[src/rtl/iobus_pkg.sv]
// Shared types and constants for the CPU-to-memory/device handshake bridge.
// Holds the FSM state encoding, the IO region prefix and the slot-field width.
package iobus_pkg;

  typedef enum logic [1:0] {
    StIdle,
    StMem,
    StDev,
    StResp
  } state_e;

  localparam logic [19:0] IO_PREFIX = 20'hFFFFF;
  localparam int unsigned SLOT_W    = 4;

endpackage

[src/rtl/iobus_addr_dec.sv]
// Combinational address decoder: splits a CPU byte address into the IO-region
// flag, the device slot index, the in-slot offset and a slot-populated flag.
module iobus_addr_dec
  import iobus_pkg::*;
#(
  parameter int unsigned NDEV   = 4,
  parameter int unsigned DEV_AW = 12
) (
  input  logic [31:0]              addr_i,
  output logic                     is_io_o,
  output logic [SLOT_W-1:0]        slot_o,
  output logic [DEV_AW-SLOT_W-1:0] offset_o,
  output logic                     slot_valid_o
);

  assign is_io_o      = (addr_i[31:12] == IO_PREFIX);
  assign slot_o       = addr_i[DEV_AW-1 -: SLOT_W];
  assign offset_o     = addr_i[DEV_AW-SLOT_W-1:0];
  assign slot_valid_o = (32'(slot_o) < NDEV);

endmodule

[src/rtl/iobus_hs.sv]
// Single-outstanding CPU bus bridge: routes each request to memory (one cycle)
// or to a memory-mapped device slot (ready handshake with timeout).
module iobus_hs
  import iobus_pkg::*;
#(
  parameter int unsigned DW      = 32,
  parameter int unsigned NDEV    = 4,
  parameter int unsigned DEV_AW  = 12,
  parameter int unsigned TIMEOUT = 15
) (
  input  logic                     clk,
  input  logic                     rst,
  input  logic                     cpu_req,
  input  logic                     cpu_we,
  input  logic [31:0]              cpu_addr,
  input  logic [DW-1:0]            cpu_wdata,
  output logic [DW-1:0]            cpu_rdata,
  output logic                     cpu_ack,
  output logic                     cpu_err,
  output logic                     cpu_busy,
  output logic [31:0]              mem_addr,
  output logic [DW-1:0]            mem_wr_data,
  output logic                     mem_wr_e,
  input  logic [DW-1:0]            mem_rd_data,
  output logic [DEV_AW-SLOT_W-1:0] dv_addr,
  output logic [NDEV-1:0]          dv_sel,
  output logic [DW-1:0]            dv_wr_data,
  output logic                     dv_wr_e,
  output logic                     dv_rd_e,
  input  logic [NDEV*DW-1:0]       dv_rd_data,
  input  logic [NDEV-1:0]          dv_ready
);

  state_e                    state_q, state_d;
  logic [31:0]               addr_q, addr_d;
  logic [DW-1:0]             wdata_q, wdata_d;
  logic                      we_q, we_d;
  logic [SLOT_W-1:0]         slot_q, slot_d;
  logic [DEV_AW-SLOT_W-1:0]  offset_q, offset_d;
  logic [7:0]                cnt_q, cnt_d;
  logic [DW-1:0]             rdata_q, rdata_d;
  logic                      err_q, err_d;

  logic                      dec_is_io;
  logic [SLOT_W-1:0]         dec_slot;
  logic [DEV_AW-SLOT_W-1:0]  dec_offset;
  logic                      dec_slot_valid;
  logic                      rdy_sel;
  logic [DW-1:0]             rd_sel;

  iobus_addr_dec #(
    .NDEV   (NDEV),
    .DEV_AW (DEV_AW)
  ) u_addr_dec (
    .addr_i       (cpu_addr),
    .is_io_o      (dec_is_io),
    .slot_o       (dec_slot),
    .offset_o     (dec_offset),
    .slot_valid_o (dec_slot_valid)
  );

  // Only the latched slot's ready and read data are ever looked at.
  always_comb begin
    rdy_sel = 1'b0;
    rd_sel  = '0;
    for (int k = 0; k < NDEV; k++) begin
      if (slot_q == SLOT_W'(k)) begin
        rdy_sel = dv_ready[k];
        rd_sel  = dv_rd_data[k*DW +: DW];
      end
    end
  end

  always_comb begin
    state_d  = state_q;
    addr_d   = addr_q;
    wdata_d  = wdata_q;
    we_d     = we_q;
    slot_d   = slot_q;
    offset_d = offset_q;
    cnt_d    = cnt_q;
    rdata_d  = rdata_q;
    err_d    = err_q;
    unique case (state_q)
      StIdle: begin
        if (cpu_req) begin
          addr_d   = cpu_addr;
          wdata_d  = cpu_wdata;
          we_d     = cpu_we;
          slot_d   = dec_slot;
          offset_d = dec_offset;
          err_d    = 1'b0;
          if (!dec_is_io) begin
            state_d = StMem;
          end else if (dec_slot_valid) begin
            state_d = StDev;
            cnt_d   = '0;
          end else begin
            state_d = StResp;
            err_d   = 1'b1;
            rdata_d = '0;
          end
        end
      end
      StMem: begin
        state_d = StResp;
        rdata_d = we_q ? '0 : mem_rd_data;
      end
      StDev: begin
        // Ready wins over a timeout landing in the same cycle.
        if (rdy_sel) begin
          state_d = StResp;
          rdata_d = we_q ? '0 : rd_sel;
        end else if (cnt_q == 8'(TIMEOUT)) begin
          state_d = StResp;
          err_d   = 1'b1;
          rdata_d = '0;
        end else begin
          cnt_d = cnt_q + 8'd1;
        end
      end
      StResp: state_d = StIdle;
      default: state_d = StIdle;
    endcase
  end

  always_ff @(posedge clk) begin
    if (rst) begin
      state_q  <= StIdle;
      addr_q   <= '0;
      wdata_q  <= '0;
      we_q     <= 1'b0;
      slot_q   <= '0;
      offset_q <= '0;
      cnt_q    <= '0;
      rdata_q  <= '0;
      err_q    <= 1'b0;
    end else begin
      state_q  <= state_d;
      addr_q   <= addr_d;
      wdata_q  <= wdata_d;
      we_q     <= we_d;
      slot_q   <= slot_d;
      offset_q <= offset_d;
      cnt_q    <= cnt_d;
      rdata_q  <= rdata_d;
      err_q    <= err_d;
    end
  end

  always_comb begin
    mem_addr    = '1;
    mem_wr_data = '0;
    mem_wr_e    = 1'b0;
    dv_sel      = '0;
    dv_addr     = '1;
    dv_wr_data  = '0;
    dv_wr_e     = 1'b0;
    dv_rd_e     = 1'b0;
    if (state_q == StMem) begin
      mem_addr    = addr_q;
      mem_wr_data = wdata_q;
      mem_wr_e    = we_q;
    end
    if (state_q == StDev) begin
      for (int k = 0; k < NDEV; k++) begin
        dv_sel[k] = (slot_q == SLOT_W'(k));
      end
      dv_addr    = offset_q;
      dv_wr_data = wdata_q;
      dv_wr_e    = we_q;
      dv_rd_e    = ~we_q;
    end
  end

  assign cpu_ack   = (state_q == StResp);
  assign cpu_err   = (state_q == StResp) & err_q;
  assign cpu_busy  = (state_q != StIdle);
  assign cpu_rdata = rdata_q;

endmodule

[config.mk]
export PLATFORM = sky130hd
export DESIGN_NAME = iobus_hs
export DESIGN_NICKNAME = d
export VERILOG_FILES = /design/src/rtl/iobus_pkg.sv /design/src/rtl/iobus_addr_dec.sv /design/src/rtl/iobus_hs.sv
export SDC_FILE = /design/constraint.sdc
export NUM_CORES = 1
export LEC_CHECK = 0
export ABC_CLOCK_PERIOD_IN_PS = 3300
export CAP_MARGIN = 0
export CELL_PAD_IN_SITES_DETAIL_PLACEMENT = 0
export CELL_PAD_IN_SITES_GLOBAL_PLACEMENT = 1
export CORE_MARGIN = 10
export CORE_UTILIZATION = 27
export DETAILED_ROUTE_END_ITERATION = 8
export GPL_ROUTABILITY_DRIVEN = 0
export PLACE_DENSITY_LB_ADDON = 0.1
export SLEW_MARGIN = 20
export SYNTH_ARGS = -nofsm -noshare
export SYNTH_HDL_FRONTEND = slang
export SYNTH_HIERARCHICAL = 1
export SYNTH_SLANG_ARGS = --single-unit
[constraint.sdc]
create_clock -name clk -period 3.3 [get_ports clk]
set_input_delay 0.99 -clock clk [delete_from_list [all_inputs] [get_ports clk]]
set_output_delay 0.99 -clock clk [all_outputs]
set_load 0.02 [all_outputs]
# Yosys cells after proc, flatten, opt, wreduce, memory -nomap -nowiden
# Index checks and enable logic that the tools add are counted.
[classes]
addsub = 1
n_lt_le_gt_ge = 1
eq_ne = 16
muxes = 42
bitwise_logic = 2
reduce_logical = 10
[op_table]
columns = ["cell", "count"]
rows = [
  ["32-bit 2-to-1 mux", 14],
  ["32-bit case mux with 3 select lines", 1],
  ["8-bit 2-to-1 mux", 6],
  ["20-bit equality test, second input constant", 1],
  ["8-bit case mux with 2 select lines", 1],
  ["2-bit != test, second input constant", 7],
  ["1-bit 2-to-1 mux", 13],
  ["8-bit by 1-bit adder with 8-bit output, second input constant", 1],
  ["4-bit by 2-bit equality test with 1-bit output, second input constant", 2],
  ["8-bit by 4-bit equality test with 1-bit output, second input constant", 1],
  ["2-bit 2-to-1 mux", 4],
  ["2-bit case mux with 4 select lines", 1],
  ["6-bit AND reduction", 1],
  ["5-bit AND reduction", 1],
  ["2-bit equality test, second input constant", 2],
  ["4-bit by 1-bit equality test with 1-bit output, second input constant", 1],
  ["4-bit logical NOT", 1],
  ["4-bit by 3-bit < comparator with 1-bit output, second input constant", 1],
  ["4-bit 2-to-1 mux", 1],
  ["2-bit AND reduction", 2],
  ["4-bit AND reduction", 1],
  ["2-bit nonzero test", 2],
  ["3-bit != test, second input constant", 1],
  ["3-bit nonzero test", 1],
  ["5 further kinds", 5],
]
[word_totals]
register_bits = 120
in_bits = 232
output_inout_bits = 146
elab_cells = 81

# Longest topological paths before layout
[depth]
word_depth = 8
ltp_mapped = 9
ltp_nobuf = 8

# Modules after synthesis
# Netlist, hierarchy kept.
[modules_own_cells]
columns = ["mod", "instances", "cells_per_inst", "area_per_inst_um2", "seq_area_each_um2"]
rows = [
  ["iobus_hs", 1, 811, 6434.9, 2402.3],
  ["iobus_addr_dec", 1, 20, 141.4, 0.0],
]

# Worst setup path after synthesis
# No wires, ideal clock.
[synth_timing]
kind = "input-to-reg"
start = "in cpu_addr[15]"
end = "reg cnt_q[3]"
setup_time_ns = 0.074
t_arrival_ns = 2.643
setup_slack_ns = 0.583
stages = 7
path_buffers = 0
cell_sequence = "nand4_1 -> or3_1 -> nor3_2 -> and3_1 -> o21ai_0 -> or4_1 -> a31oi_1"
[synth_between]
elab_chain_len = 3
[synth_lines]
columns = ["item", "line_no", "text"]
rows = [
  ["start: declaration", "iobus_hs.sv:15", "input logic [31:0] cpu_addr,"],
  ["20-bit equality test", "iobus_addr_dec.sv:16", "assign is_io_o = (addr_i[31:12] == IO_PREFIX);"],
  ["net dec_is_io", "iobus_hs.sv:44", "logic dec_is_io;"],
  ["2-bit != test (no source line)", "-", ""],
  ["6-bit AND reduction (no source line)", "-", ""],
  ["end signal: assignment", "iobus_hs.sv:145", "cnt_q <= cnt_d;"],
  ["end: declaration", "iobus_hs.sv:40", "logic [7:0] cnt_q, cnt_d;"],
]
# The timed path passes the listed nets, and every way through them passes these cells.
# A chain may end at the register's enable or synchronous reset.

# Final worst setup path
[layout_timing]
start = "reg slot_q[1]"
end = "out dv_sel[3]"
[layout_between]
elab_chain_len = 2
[layout_lines]
columns = ["item", "line_no", "text"]
rows = [
  ["start: declaration", "iobus_hs.sv:38", "logic [SLOT_W-1:0] slot_q, slot_d;"],
  ["start signal: assignment", "iobus_hs.sv:143", "slot_q <= slot_d;"],
  ["4-bit by 2-bit equality test with 1-bit output", "iobus_hs.sv:167", "dv_sel[k] = (slot_q == SLOT_W'(k));"],
  ["4-bit 2-to-1 mux", "iobus_hs.sv:165", "if (state_q == StDev) begin"],
  ["end: declaration", "iobus_hs.sv:26", "output logic [NDEV-1:0] dv_sel,"],
]
# No other way between the ends.

==> out/metrics.cfg <==
[run_status]
status=complete, no violations

[worst_setup_path]
endpoint_kind=output port
r2r_end=cpu_rdata[6]
arrival_ps=2210
r2r_cells=6
start_kind=register
crit_start=slot_q[1]
crit_type=register to output port
r2r-start=slot_q[1]
worstPathRequired_ps=2310
crit_fanout=8
rrSetupSlack_ps=910
critPathCapture=dv_sel[3]

[placement]
placed_area_sq_um=10600
io_buffers=377
dpl.cell_count=1473
dp_slack_ps=-232
dpl.hpwl_um=22900

[sta]
setup_tns_ps=0
setup_slack_ps=100
finalClockSkew_ps=8.26
fin_crit_sh_pct=97.0
fin_crit_ps=3200
setup_viol=0
max_freq_mhz=313
slew_violations=0
worstMarginPinSlew_ps=851
hold_viol_final=0
rsz0062_at_grt=false
relSlewSlack_pct=42.7

[drt]
avgViaCountPerCell=4.67
routed_wl_um=30100
final_antenna_net_count=0
vias=7034
drc=0
drt-initial-drc-count=291
routedWlPerCell_um=20.0
dr.pass1.iters=4

[global_route]
grt_usage_pct=18.5
antenna_found_initial=3
grt_start_max_net_pins=65
grt_pass1_wl_um=45000
grt_pass1_vias=7120
grt_overflow_total=0

[final_layout]
layout_commonest_cell=clkdlybuf4s50_1
syn_to_final_growth_pct=70.3
fin_nets=1406
diodes=0
mostFrequentLayoutCells=374 x clkdlybuf4s50_1, 184 x nand2_1, 118 x dfxtp_1
final_cell_count_no_fill=1505
post-route-cell-area_sq_um=11200
drive_gt1_share_pct=9.82

[cts]
insertion_delay_ps=410
cts.sinks=120
cts_buffers=17
cts_hold_buf=0
cts_tree=yes
path_clk_slew_ps=60
cts_setup_buffers=0
clk_path_buf_depth=2
cts_root_buf=clkbuf_16
htreeDepth=4

[logic_synthesis]
syn_nets=1068
synth-simple-area-share_pct=25.9
synthAdderAreaFrac_pct=0.951
yosysSeqAreaShare_pct=36.5
synth_compound_area_share_pct=20.6
yosys_warnings=6
synthArstFlopShare_pct=0
syn_area_per_cell_sq_um=7.91
synth_cells=831
ys_dominant_reg_cell=dfxtp_1
synthesis.area_sq_um=6580
ys_seq_elements=120
synth_xor_area_share_pct=0
synthMuxAreaShare_pct=9.44
ys_types=48
synth_top_family_by_area=simple AND/OR/NAND/NOR gates
synth_edf_count=0

[floorplanning]
die_y_um=176
fp.coreArea_sq_um=24200
dieWidth_um=176
start_util_pct=27.2
row_count=57
io_pins=378
dieArea_sq_um=31000

[power_and_ir_drop]
peakVddDrop_uv=272
leakage_nw=3.97
fin_total_pwr_mw=7.01
cellPowerDensity_nw_per_um2=626

[min_path]
holdCritPathClass=register to register

[run]
cap_violations=0

cell type report:
| type | instances | area [sq um] |
|---|---|---|
| clock buffers | 17 | 425 |
| clock inverters | 14 | 151 |
| fillers | 2443 | 13000 |
| inverters | 8 | 30.0 |
| multi-input cells | 622 | 3760 |
| flip-flops and latches | 120 | 2400 |
| well taps | 324 | 405 |
| repair buffers | 400 | 4020 |
sequential cells by signal (all words and copies together), names as in the netlist:
name       flops
offset_q       8
cpu_rdata     32
state_q        2
slot_q         4
wdata_q       32
cnt_q          8
err_q          1
we_q           1
addr_q        32
synth_stat cells, types with 2 or more instances:
library cell    n  area share, %
buf_6           6            1.0
a31oi_1         6           0.57
mux2_2         44            7.5
a22o_1         22            2.9
a41oi_1         2           0.27
buf_4          13            1.5
and3_1          3           0.29
o221ai_1       10            1.3
and2_1         70            6.7
mux2i_1        11            1.7
dfxtp_1       120             37
clkbuf_1       56            3.2
buf_1           4           0.23
o21ai_0        19            1.4
nand4_1         8           0.76
o22ai_1        24            2.3
ha_1            5           0.95
nand2b_1       42            4.0
or4_1           3           0.34
inv_1           7           0.40
nand3_1         5           0.38
nor2_1          8           0.46
a211oi_1        2           0.23
a22oi_1        10            1.1
buf_2           2           0.15
nor3_1          6           0.46
nand2_1       185             11
or3_1           4           0.38
o2bb2ai_1      10            1.3
a21oi_1        86            6.5
o21ai_1        21            1.6
metrics by stage:
| stage | utilization (%) | hold WS, ps |
|---|---|---|
| 6_report | 46.3 | 447 |
| 5_1_grt | 46.3 | 464 |
| 4_1_cts | 46.2 | 450 |
| 3_5_place_dp | 43.8 | 442 |
| 3_3_place_gp | 43.8 | 438 |
| 2_1_floorplan | - | 431 |
worst min-delay path by stage:
stage,from,to,slack [ps],cells after the start
after floorplan,addr_q[0],addr_q[0],430,2
after detailed placement,offset_q[5],offset_q[5],440,2
after global routing,addr_q[15],addr_q[15],460,2
after CTS,addr_q[18],addr_q[18],450,2
after global placement,addr_q[10],addr_q[10],440,2
final,addr_q[10],addr_q[10],450,2
cell families after synthesis:
group | Yosys count
buffers and inverters | 89
flip-flops | 120
adder cells (fa/ha/maj) | 5
multiplexers | 56
AND/OR/NAND/NOR | 345
AO/OA/AOI/OAI | 216
critical path, cell delays in order (launching register included):
cell	delay [ps]
dfxtp_2	380
or3b_1	510
nor3_1	250
clkdlybuf4s50_1	660
layer usage:
metal	vias up	wire length, um	track usage, %
met5	-	35	0
met4	6	313	4.45
li1	3541	-	-
met3	26	2420	6.09
met1	3211	12400	21.3
met2	250	14900	32.5
power breakdown:
group / total (mW) / switching (mW) / internal, mW
Sequential: 1.82 / 0.145 / 1.67
Combinational: 3.37 / 1.87 / 1.50
Clock: 1.82 / 0.710 / 1.11
Total: 7.01 / 2.73 / 4.28
timing repair:
item                       CTS  global route
pin swaps                    0             0
resized for setup            3             3
setup endpoints to repair   35            41
gates cloned                 0             1
Power figures use the tool's default switching activity.
